File: config.mk
export PLATFORM = sky130hd
export DESIGN_NAME = dcm_clkgen_prog
export DESIGN_NICKNAME = d
export VERILOG_FILES = /design/src/rtl/dcm_prog_pkg.sv /design/src/rtl/dcm_prog_shifter.sv /design/src/rtl/dcm_clkgen_prog.sv
export SDC_FILE = /design/constraint.sdc
export NUM_CORES = 1
export LEC_CHECK = 0
export CAP_MARGIN = 20
export CELL_PAD_IN_SITES_DETAIL_PLACEMENT = 1
export CELL_PAD_IN_SITES_GLOBAL_PLACEMENT = 2
export CORE_MARGIN = 2
export CORE_UTILIZATION = 36
export DETAILED_ROUTE_END_ITERATION = 12
export HOLD_SLACK_MARGIN = 0.1
export PLACE_DENSITY = 0.8
export SLEW_MARGIN = 15
export SYNTH_ARGS = -nofsm -noshare
export SYNTH_HDL_FRONTEND = slang
export SYNTH_SLANG_ARGS = --single-unit
File: constraint.sdc
create_clock -name clk -period 3 [get_ports clk]
set_clock_uncertainty 0.05 [all_clocks]
set_input_delay 0.6 -clock clk [delete_from_list [all_inputs] [get_ports clk]]
set_output_delay 0.6 -clock clk [all_outputs]
set_load 0.02 [all_outputs]
File: src/rtl/dcm_prog_pkg.sv
// rtl/dcm_prog_pkg.sv - shared types and constants for the DCM_CLKGEN programming port driver
// Contents: FSM state enum, serial command codes, load word length, error codes.
package dcm_prog_pkg;

    typedef enum logic [2:0] {
        IDLE,
        LOAD_D,
        GAP1,
        LOAD_M,
        GAP2,
        GO,
        WAIT_DONE,
        FINISH
    } state_t;

    // Two command bits followed by eight value bits, sent LSB first.
    localparam int LOAD_BITS = 10;

    // Sent bit0 first: LOAD_D goes out as 1,0 and LOAD_M as 1,1.
    localparam logic [1:0] CMD_LOAD_D = 2'b01;
    localparam logic [1:0] CMD_LOAD_M = 2'b11;

    localparam logic [1:0] ERR_OK      = 2'b00;
    localparam logic [1:0] ERR_CFG     = 2'b01;
    localparam logic [1:0] ERR_TIMEOUT = 2'b10;

endpackage

File: src/rtl/dcm_prog_shifter.sv
// rtl/dcm_prog_shifter.sv - LSB-first serializer for one DCM load word
// Ports:
//   clk, rst    clock and synchronous active-high reset
//   load        capture word and restart the bit counter
//   shift       advance to the next bit
//   word        command+value word to serialize
//   bit_out     current serial bit (registered)
//   last        high while the final bit is on bit_out
module dcm_prog_shifter
    import dcm_prog_pkg::*;
(
    input  logic                 clk,
    input  logic                 rst,
    input  logic                 load,
    input  logic                 shift,
    input  logic [LOAD_BITS-1:0] word,
    output logic                 bit_out,
    output logic                 last
);

    logic [LOAD_BITS-1:0] sh;
    logic [3:0]           cnt;

    // Zeros are shifted in, so one shift past the last bit leaves bit_out low
    // for the gap and GO cycles without extra clearing logic.
    always_ff @(posedge clk) begin
        if (rst) begin
            sh  <= '0;
            cnt <= '0;
        end else if (load) begin
            sh  <= word;
            cnt <= '0;
        end else if (shift) begin
            sh  <= {1'b0, sh[LOAD_BITS-1:1]};
            cnt <= last ? cnt : cnt + 4'd1;
        end
    end

    assign bit_out = sh[0];
    assign last    = (cnt == 4'(LOAD_BITS - 1));

endmodule

File: src/rtl/dcm_clkgen_prog.sv
// rtl/dcm_clkgen_prog.sv - runtime M/D reprogramming driver for DCM_CLKGEN
// Ports:
//   clk        module clock, also DCM PROGCLK
//   rst        synchronous active-high reset
//   start      one-cycle request, honoured only in IDLE
//   m_minus1   multiply value M-1 (0 is rejected)
//   d_minus1   divide value D-1
//   prog_en    DCM PROGEN
//   prog_data  DCM PROGDATA
//   prog_done  DCM PROGDONE
//   busy       operation in progress
//   done       one-cycle completion pulse
//   err_code   result of last operation, held until next accepted start
module dcm_clkgen_prog
    import dcm_prog_pkg::*;
#(
    parameter int TIMEOUT_CYCLES = 65535
) (
    input  logic       clk,
    input  logic       rst,
    input  logic       start,
    input  logic [7:0] m_minus1,
    input  logic [7:0] d_minus1,
    output logic       prog_en,
    output logic       prog_data,
    input  logic       prog_done,
    output logic       busy,
    output logic       done,
    output logic [1:0] err_code
);

    state_t         state;
    state_t         next_state;
    logic [7:0]     m_reg;
    logic           seen_low;
    logic [15:0]    timer;

    logic           cfg_bad;
    logic           success;
    logic           timeout;
    logic           sh_load;
    logic           sh_shift;
    logic           sh_last;
    logic [LOAD_BITS-1:0] sh_word;

    logic           en_nx;
    logic           busy_nx;
    logic           done_nx;
    logic [1:0]     err_nx;

    assign cfg_bad = (m_minus1 == 8'd0);
    // seen_low guards against a PROGDONE still high from the previous load.
    assign success = seen_low && prog_done;
    assign timeout = (timer == 16'(TIMEOUT_CYCLES - 1));

    dcm_prog_shifter u_shifter (
        .clk     (clk),
        .rst     (rst),
        .load    (sh_load),
        .shift   (sh_shift),
        .word    (sh_word),
        .bit_out (prog_data),
        .last    (sh_last)
    );

    // State register and registered outputs
    always_ff @(posedge clk) begin
        if (rst) begin
            state    <= IDLE;
            prog_en  <= 1'b0;
            busy     <= 1'b0;
            done     <= 1'b0;
            err_code <= ERR_OK;
        end else begin
            state    <= next_state;
            prog_en  <= en_nx;
            busy     <= busy_nx;
            done     <= done_nx;
            err_code <= err_nx;
        end
    end

    // Datapath: captured M, PROGDONE-low tracker, wait timer
    always_ff @(posedge clk) begin
        if (rst) begin
            m_reg    <= '0;
            seen_low <= 1'b0;
            timer    <= '0;
        end else begin
            if (state == IDLE && start) begin
                m_reg    <= m_minus1;
                seen_low <= 1'b0;
            end else if (state != IDLE && !prog_done) begin
                seen_low <= 1'b1;
            end
            timer <= (state == WAIT_DONE) ? timer + 16'd1 : 16'd0;
        end
    end

    // Next-state logic
    always_comb begin
        next_state = state;
        case (state)
            IDLE:      if (start) next_state = cfg_bad ? FINISH : LOAD_D;
            LOAD_D:    if (sh_last) next_state = GAP1;
            GAP1:      next_state = LOAD_M;
            LOAD_M:    if (sh_last) next_state = GAP2;
            GAP2:      next_state = GO;
            GO:        next_state = WAIT_DONE;
            WAIT_DONE: if (success || timeout) next_state = FINISH;
            FINISH:    next_state = IDLE;
            default:   next_state = IDLE;
        endcase
    end

    // Output logic: values for the next cycle, registered above.
    // D is loaded straight from the port on the accepting edge; M is loaded
    // from its captured copy during GAP1.
    always_comb begin
        sh_load  = (state == IDLE && start && !cfg_bad) || (state == GAP1);
        sh_shift = (state == LOAD_D) || (state == LOAD_M);
        sh_word  = (state == IDLE) ? {d_minus1, CMD_LOAD_D} : {m_reg, CMD_LOAD_M};
        en_nx    = (next_state == LOAD_D) || (next_state == LOAD_M) || (next_state == GO);
        busy_nx  = (next_state != IDLE) && (next_state != FINISH);
        done_nx  = (next_state == FINISH);
        err_nx   = err_code;
        if (state == IDLE && start) begin
            err_nx = cfg_bad ? ERR_CFG : ERR_OK;
        end else if (state == WAIT_DONE) begin
            if (success) begin
                err_nx = ERR_OK;
            end else if (timeout) begin
                err_nx = ERR_TIMEOUT;
            end
        end
    end

endmodule

======== Word-level counts from Yosys, hierarchy flattened ========
Index checks and enable logic that the tools add are counted.
storage, ports and cells
  flip-flop bits (word level) ............. 47
  input port bits ......................... 20
  output and inout bits ................... 6
  logic and storage cells ................. 66
cells by class
  add/sub/neg operators ................... 2
  eq/ne operators ......................... 14
  multiplexer cells ....................... 14
  bitwise gates (word level) .............. 2
  reduce and logical (&&, ||, !) cells .... 24
operators with widths
  operator               count
  $mux 10                3
  $pmux 3 s8             1
  $eq 3x3->1 const B     6
  $add 16x1->16 const B  1
  $eq 16x16->1 const B   1
  $mux 3                 5
  $eq 3x2->1 const B     3
  $reduce_bool 3->1      3
  $logic_not 8->1        1
  $mux 2                 4
  $eq 3x1->1 const B     2
  $reduce_or 2->1        3
  $logic_and 1x1->1      5
  $logic_or 1x1->1       5
  $add 4x1->4 const B    1
  $eq 4x4->1 const B     1
  $reduce_and 2->1       2
  $reduce_bool 2->1      2
  $logic_not 3->1        1
  $ne 3x3->1 const B     1
  $logic_not 1->1        2
  $not 1->1              2
  $mux 1                 1

======== Logic depth before layout (Yosys ltp) ========
  depth in word-level cells ............... 7
  gate-level depth with buffers ........... 7

======== Cells and area by module ========
A second synthesis with hierarchy kept.
unflattened totals
  cell total of the unflattened synthesis .. 257
  area total of the unflattened synthesis .. 2208.4 µm²
modules (own cells, without submodules)
  module            instances  cells each  area each (µm²)
  dcm_clkgen_prog   1          190         1520.2
  dcm_prog_shifter  1          67          688.2

======== Least setup slack after synthesis ========
No wires, ideal clock.
  path type ............................... input to register
  start point ............................. in m_minus1[4]
  end point ............................... reg busy
  library setup time ...................... 0.086 ns
  arrival ................................. 1.938 ns
  setup slack ............................. 0.925 ns
  cell stages on the path ................. 5
  buffers on the path ..................... 1
  cells stage by stage .................... or4_4 -> or3_1 -> buf_2 -> and3_4 -> a221oi_2
on the way
  word-level cells in the longest chain between the ends .. 6
RTL lines
  element                                          RTL line                RTL
  start: declaration                               dcm_clkgen_prog.sv:22   input logic [7:0] m_minus1,
  $logic_not 8->1 *                                dcm_clkgen_prog.sv:51   assign cfg_bad = (m_minus1 == 8'd0);
  $mux 3 * (2 in series)                           dcm_clkgen_prog.sv:104  IDLE: if (start) next_state = cfg_bad ? FINISH : LOAD_D;
  $pmux 3 s8 *                                     dcm_clkgen_prog.sv:103  case (state)
  $ne 3x3->1 or $reduce_bool 3->1 (tied branches)  dcm_clkgen_prog.sv:124  busy_nx = (next_state != IDLE) && (next_state != FINISH);
  $logic_and 1x1->1 *                              dcm_clkgen_prog.sv:124
  end signal: assignment                           dcm_clkgen_prog.sv:77   busy <= busy_nx;
  end: declaration                                 dcm_clkgen_prog.sv:27   output logic busy,
Mark *: on every way between the ends. The rest lies on a longest branch, timed or not.
A chain may end at the register's enable or synchronous reset.

======== Final worst setup path ========
  start point ............................. in start
  end point ............................... reg busy
on the way
  word-level cells in the longest chain between the ends .. 4
RTL lines
  element                                          RTL line                RTL
  start: declaration                               dcm_clkgen_prog.sv:21   input logic start,
  $mux 3 *                                         dcm_clkgen_prog.sv:104
  $pmux 3 s8 *                                     dcm_clkgen_prog.sv:103
  $ne 3x3->1 or $reduce_bool 3->1 (tied branches)  dcm_clkgen_prog.sv:124
  $logic_and 1x1->1 *                              dcm_clkgen_prog.sv:124
Marked as above.

==> impl_metrics.json <==
{
  "grt_first_pass_wirelength_microns": 8190,
  "yosys_most_used_dff": "sky130_fd_sc_hd__dfxtp_1",
  "maxSlewHeadroom": 0.465,
  "grt_pass1_vias": 1704,
  "syn2layout_area_growth_pct": 18.9,
  "vias": 1735,
  "height_of_the_die_microns": 80.8,
  "gpl.final_weighted_congestion": 0.759,
  "detailedPlacementHpwl_microns": 3430,
  "clkLatencyLatePin_ns": 0.30,
  "grt_remaining_overflow": 0,
  "max-vdd-ir-drop_mv": 0.211,
  "cts.hold.buffers_added": 0,
  "antenna_found_initial": 0,
  "detail_route.vias_per_cell": 5.15,
  "filler_cell_count": 697,
  "post_cts.resized_instances": 0,
  "remaining_drcs": 0,
  "setup_repair_after_global_routing_missed_its_margin": "no",
  "finish.utilization": 0.450,
  "reg2reg_slack_ns": 0.69,
  "timing.critical_path.cells": "clkdlybuf4s50_1 > nor3b_1 > o211ai_1 > o41ai_2 > o2bb2ai_1 > a221oi_2",
  "synth-adder-area-share": 0.0236,
  "drtIter0Drc": 66,
  "largest_driver_fanout_on_the_critical_path": 5,
  "synth_compound_area_frac": 0.152,
  "critical_path_start_type": "input port",
  "path_delay_family": "compound AO/OA/AOI/OAI gates",
  "combPwrFrac": 0.118,
  "fmax_ghz": 0.416,
  "ys_ff_latch": 47,
  "mappedNetlistArea_sq_um": 2120,
  "postLayoutSetupSlackWorst_ns": 0.598,
  "synth.mux.area_fraction": 0.0383,
  "yosysWarnings": 0,
  "setup_violation_total_in_the_final_timing_report": 0,
  "numClockSinks": 47,
  "start_util": 0.379,
  "post_cts_buffers": 0,
  "seq_area_sq_um": 941,
  "floorplan.die_area_sq_um": 6530,
  "transition_time_at_the_pin_with_the_least_slew_margin_ns": 0.802,
  "htreeDepth": 2,
  "clockRootBuffer": "sky130_fd_sc_hd__clkbuf_8",
  "seqPwrFrac": 0.566,
  "fin_crit_sh": 0.801,
  "antenna_left": 0,
  "die_width_microns": 80.8,
  "maxCapViolCount": 0,
  "grt_use_total": 0.164,
  "synth.lib_cells_used.distinct": 44,
  "total_switching_power_mw": 0.294,
  "synth.yosys.seq_area_share": 0.443,
  "cellInternalPower_mw": 0.881,
  "power_mw": 1.17,
  "synthSimpleGateAreaFrac": 0.226,
  "parity_gate_share_of_the_synthesized_area_counting_xor_and_xnor_cells": 0.0784,
  "maximum_number_of_pins_on_one_net_before_global_route_repair": 30,
  "syn-instance-count": 239,
  "crit_type": "input port to flip-flop",
  "wire_per_inst_microns": 14.2,
  "critical_path_arrival_ns": 2.57,
  "synth_fp_nets": 263,
  "totalNegativeSetupSlack_ns": 0,
  "total_leakage_power_nw": 0.910,
  "cts_buffers": 5,
  "critPathCaptureType": "flip-flop",
  "multiInputGateArea_sq_um": 1110,
  "critical_path.max_stage_delay_ns": 0.59,
  "core_area_sq_um": 5610,
  "routed_wirelength_microns": 4780,
  "finalCriticalPeriod_ns": 2.40,
  "timing.hold.worst.class": "flip-flop to flip-flop",
  "antenna-diode-count": 0,
  "tritoncts_clock_tree": "done",
  "power.share.clock": 0.317,
  "standard_cell_row_count": 27,
  "power-per-cell-area_nw_per_um2": 465,
  "synth_async_sr_flop_share": 0,
  "sw_frac_of_total": 0.250,
  "critPathRequiredTime_ns": 3.16,
  "worst_path_buffer_plus_inverter_count": 1,
  "drv_slew": 0,
  "clockBufferDepth": 2,
  "synth-edff-count": 0,
  "buffer_ports.inserted": 25,
  "cts.reportedPaths.clkPinSlew_ns": 0.08,
  "final_nets": 288,
  "largest_reg_flops": 16,
  "avgSynthCellArea_sq_um": 8.88,
  "hold_viol_final": 0,
  "timing.critical_path.slowest_stage_cell": "sky130_fd_sc_hd__clkdlybuf4s50_1",
  "dpl_worst_slack_ns": 0.302,
  "synth_top_family_by_area": "simple AND/OR/NAND/NOR gates",
  "final_layout_size_suffix_gt1_frac": 0.0830,
  "run_status": "completed",
  "top_level_ports": 26,
  "drtPass1Iterations": 4
}
## logic make-up after synthesis
group | count (synthesis)
AND/OR/NAND/NOR | 98
flip-flops | 47
AO/OA/AOI/OAI | 45
XOR/XNOR | 19
buffers and inverters | 18
multiplexers | 8
adder cells (fa/ha/maj) | 4
## power groups by stage
stage	combinational [mW]	sequential, mW	clock, mW
3_5_place_dp	0.140	0.679	0
4_1_cts	0.141	0.665	0.386
5_1_grt	0.155	0.668	0.408
2_1_floorplan	0.0821	0.677	0
3_3_place_gp	0.139	0.679	0
6_report	0.138	0.664	0.372
## layout by cell type, fill, tap and decap left out, types with 3 or more instances in the layout
| cell type | instances |
|---|---|
| sky130_fd_sc_hd__clkdlybuf4s50_1 | 25 |
| sky130_fd_sc_hd__buf_4 | 4 |
| sky130_fd_sc_hd__o21ai_0 | 3 |
| sky130_fd_sc_hd__nand3_1 | 4 |
| sky130_fd_sc_hd__xnor2_1 | 6 |
| sky130_fd_sc_hd__xor2_1 | 13 |
| sky130_fd_sc_hd__a21oi_1 | 15 |
| sky130_fd_sc_hd__nor3_1 | 7 |
| sky130_fd_sc_hd__mux2i_1 | 7 |
| sky130_fd_sc_hd__o32ai_1 | 7 |
| sky130_fd_sc_hd__clkbuf_8 | 5 |
| sky130_fd_sc_hd__nand4_1 | 5 |
| sky130_fd_sc_hd__inv_1 | 6 |
| sky130_fd_sc_hd__o211ai_1 | 3 |
| sky130_fd_sc_hd__ha_1 | 4 |
| sky130_fd_sc_hd__a211oi_1 | 7 |
| sky130_fd_sc_hd__nor2_1 | 33 |
| sky130_fd_sc_hd__dfxtp_1 | 47 |
| sky130_fd_sc_hd__nand2_1 | 31 |
## cell usage after synthesis (all sizes together), types with 2 or more instances
master	instances	share of area
o21ai	5	0.015
and3	3	0.011
xor2	13	0.054
buf	7	0.019
a211oi	7	0.025
mux2i	7	0.033
or4	2	0.0088
ha	4	0.024
o211ai	3	0.011
inv	6	0.011
a21oi	15	0.035
or2	2	0.0059
o32ai	7	0.029
clkbuf	4	0.0071
dfxtp	47	0.44
and4	2	0.0083
nand3	4	0.0094
nor3	8	0.019
nand2	31	0.055
nor2	33	0.058
xnor2	6	0.025
nand4	5	0.015
## per-layer routing
layer | vias to the layer above | GRT usage | routed length, microns
met5 | - | 0 | 0
met4 | 0 | 0.0610 | 71
met3 | 6 | 0.0389 | 144
met2 | 22 | 0.269 | 2250
met1 | 818 | 0.211 | 2320
li1 | 889 | - | -
## through the flow
stage	cell area, sq um	instances	hold WS (ns)
global placement	2440	329	0.394
CTS	2520	337	0.410
global route	2520	337	0.424
floorplan	2120	239	0.384
detailed placement	2440	329	0.397
finish	2520	337	0.406
## worst min-delay path, stage by stage, from the launching register on
cell	delay (ns)
sky130_fd_sc_hd__dfxtp_1	0.32
sky130_fd_sc_hd__nand2_1	0.05
sky130_fd_sc_hd__a21oi_1	0.05
## final timing paths
| check | from | to | cells past startpoint |
|---|---|---|---|
| min | m_reg[7] | m_reg[7] | 2 |
| max | start | busy | 6 |
| max reg2reg | state[2] | busy | 5 |
| min reg2reg | m_reg[7] | m_reg[7] | 2 |
## area by class of cell
type | count | area share
Tap cell | 72 | 0.0357
Timing Repair Buffer | 29 | 0.111
Multi-Input combinational cell | 174 | 0.438
Inverter | 7 | 0.0104
Sequential cell | 47 | 0.373
Clock inverter | 1 | 0.00198
Clock buffer | 7 | 0.0302
Note: power is estimated with default switching activity, not from simulation.
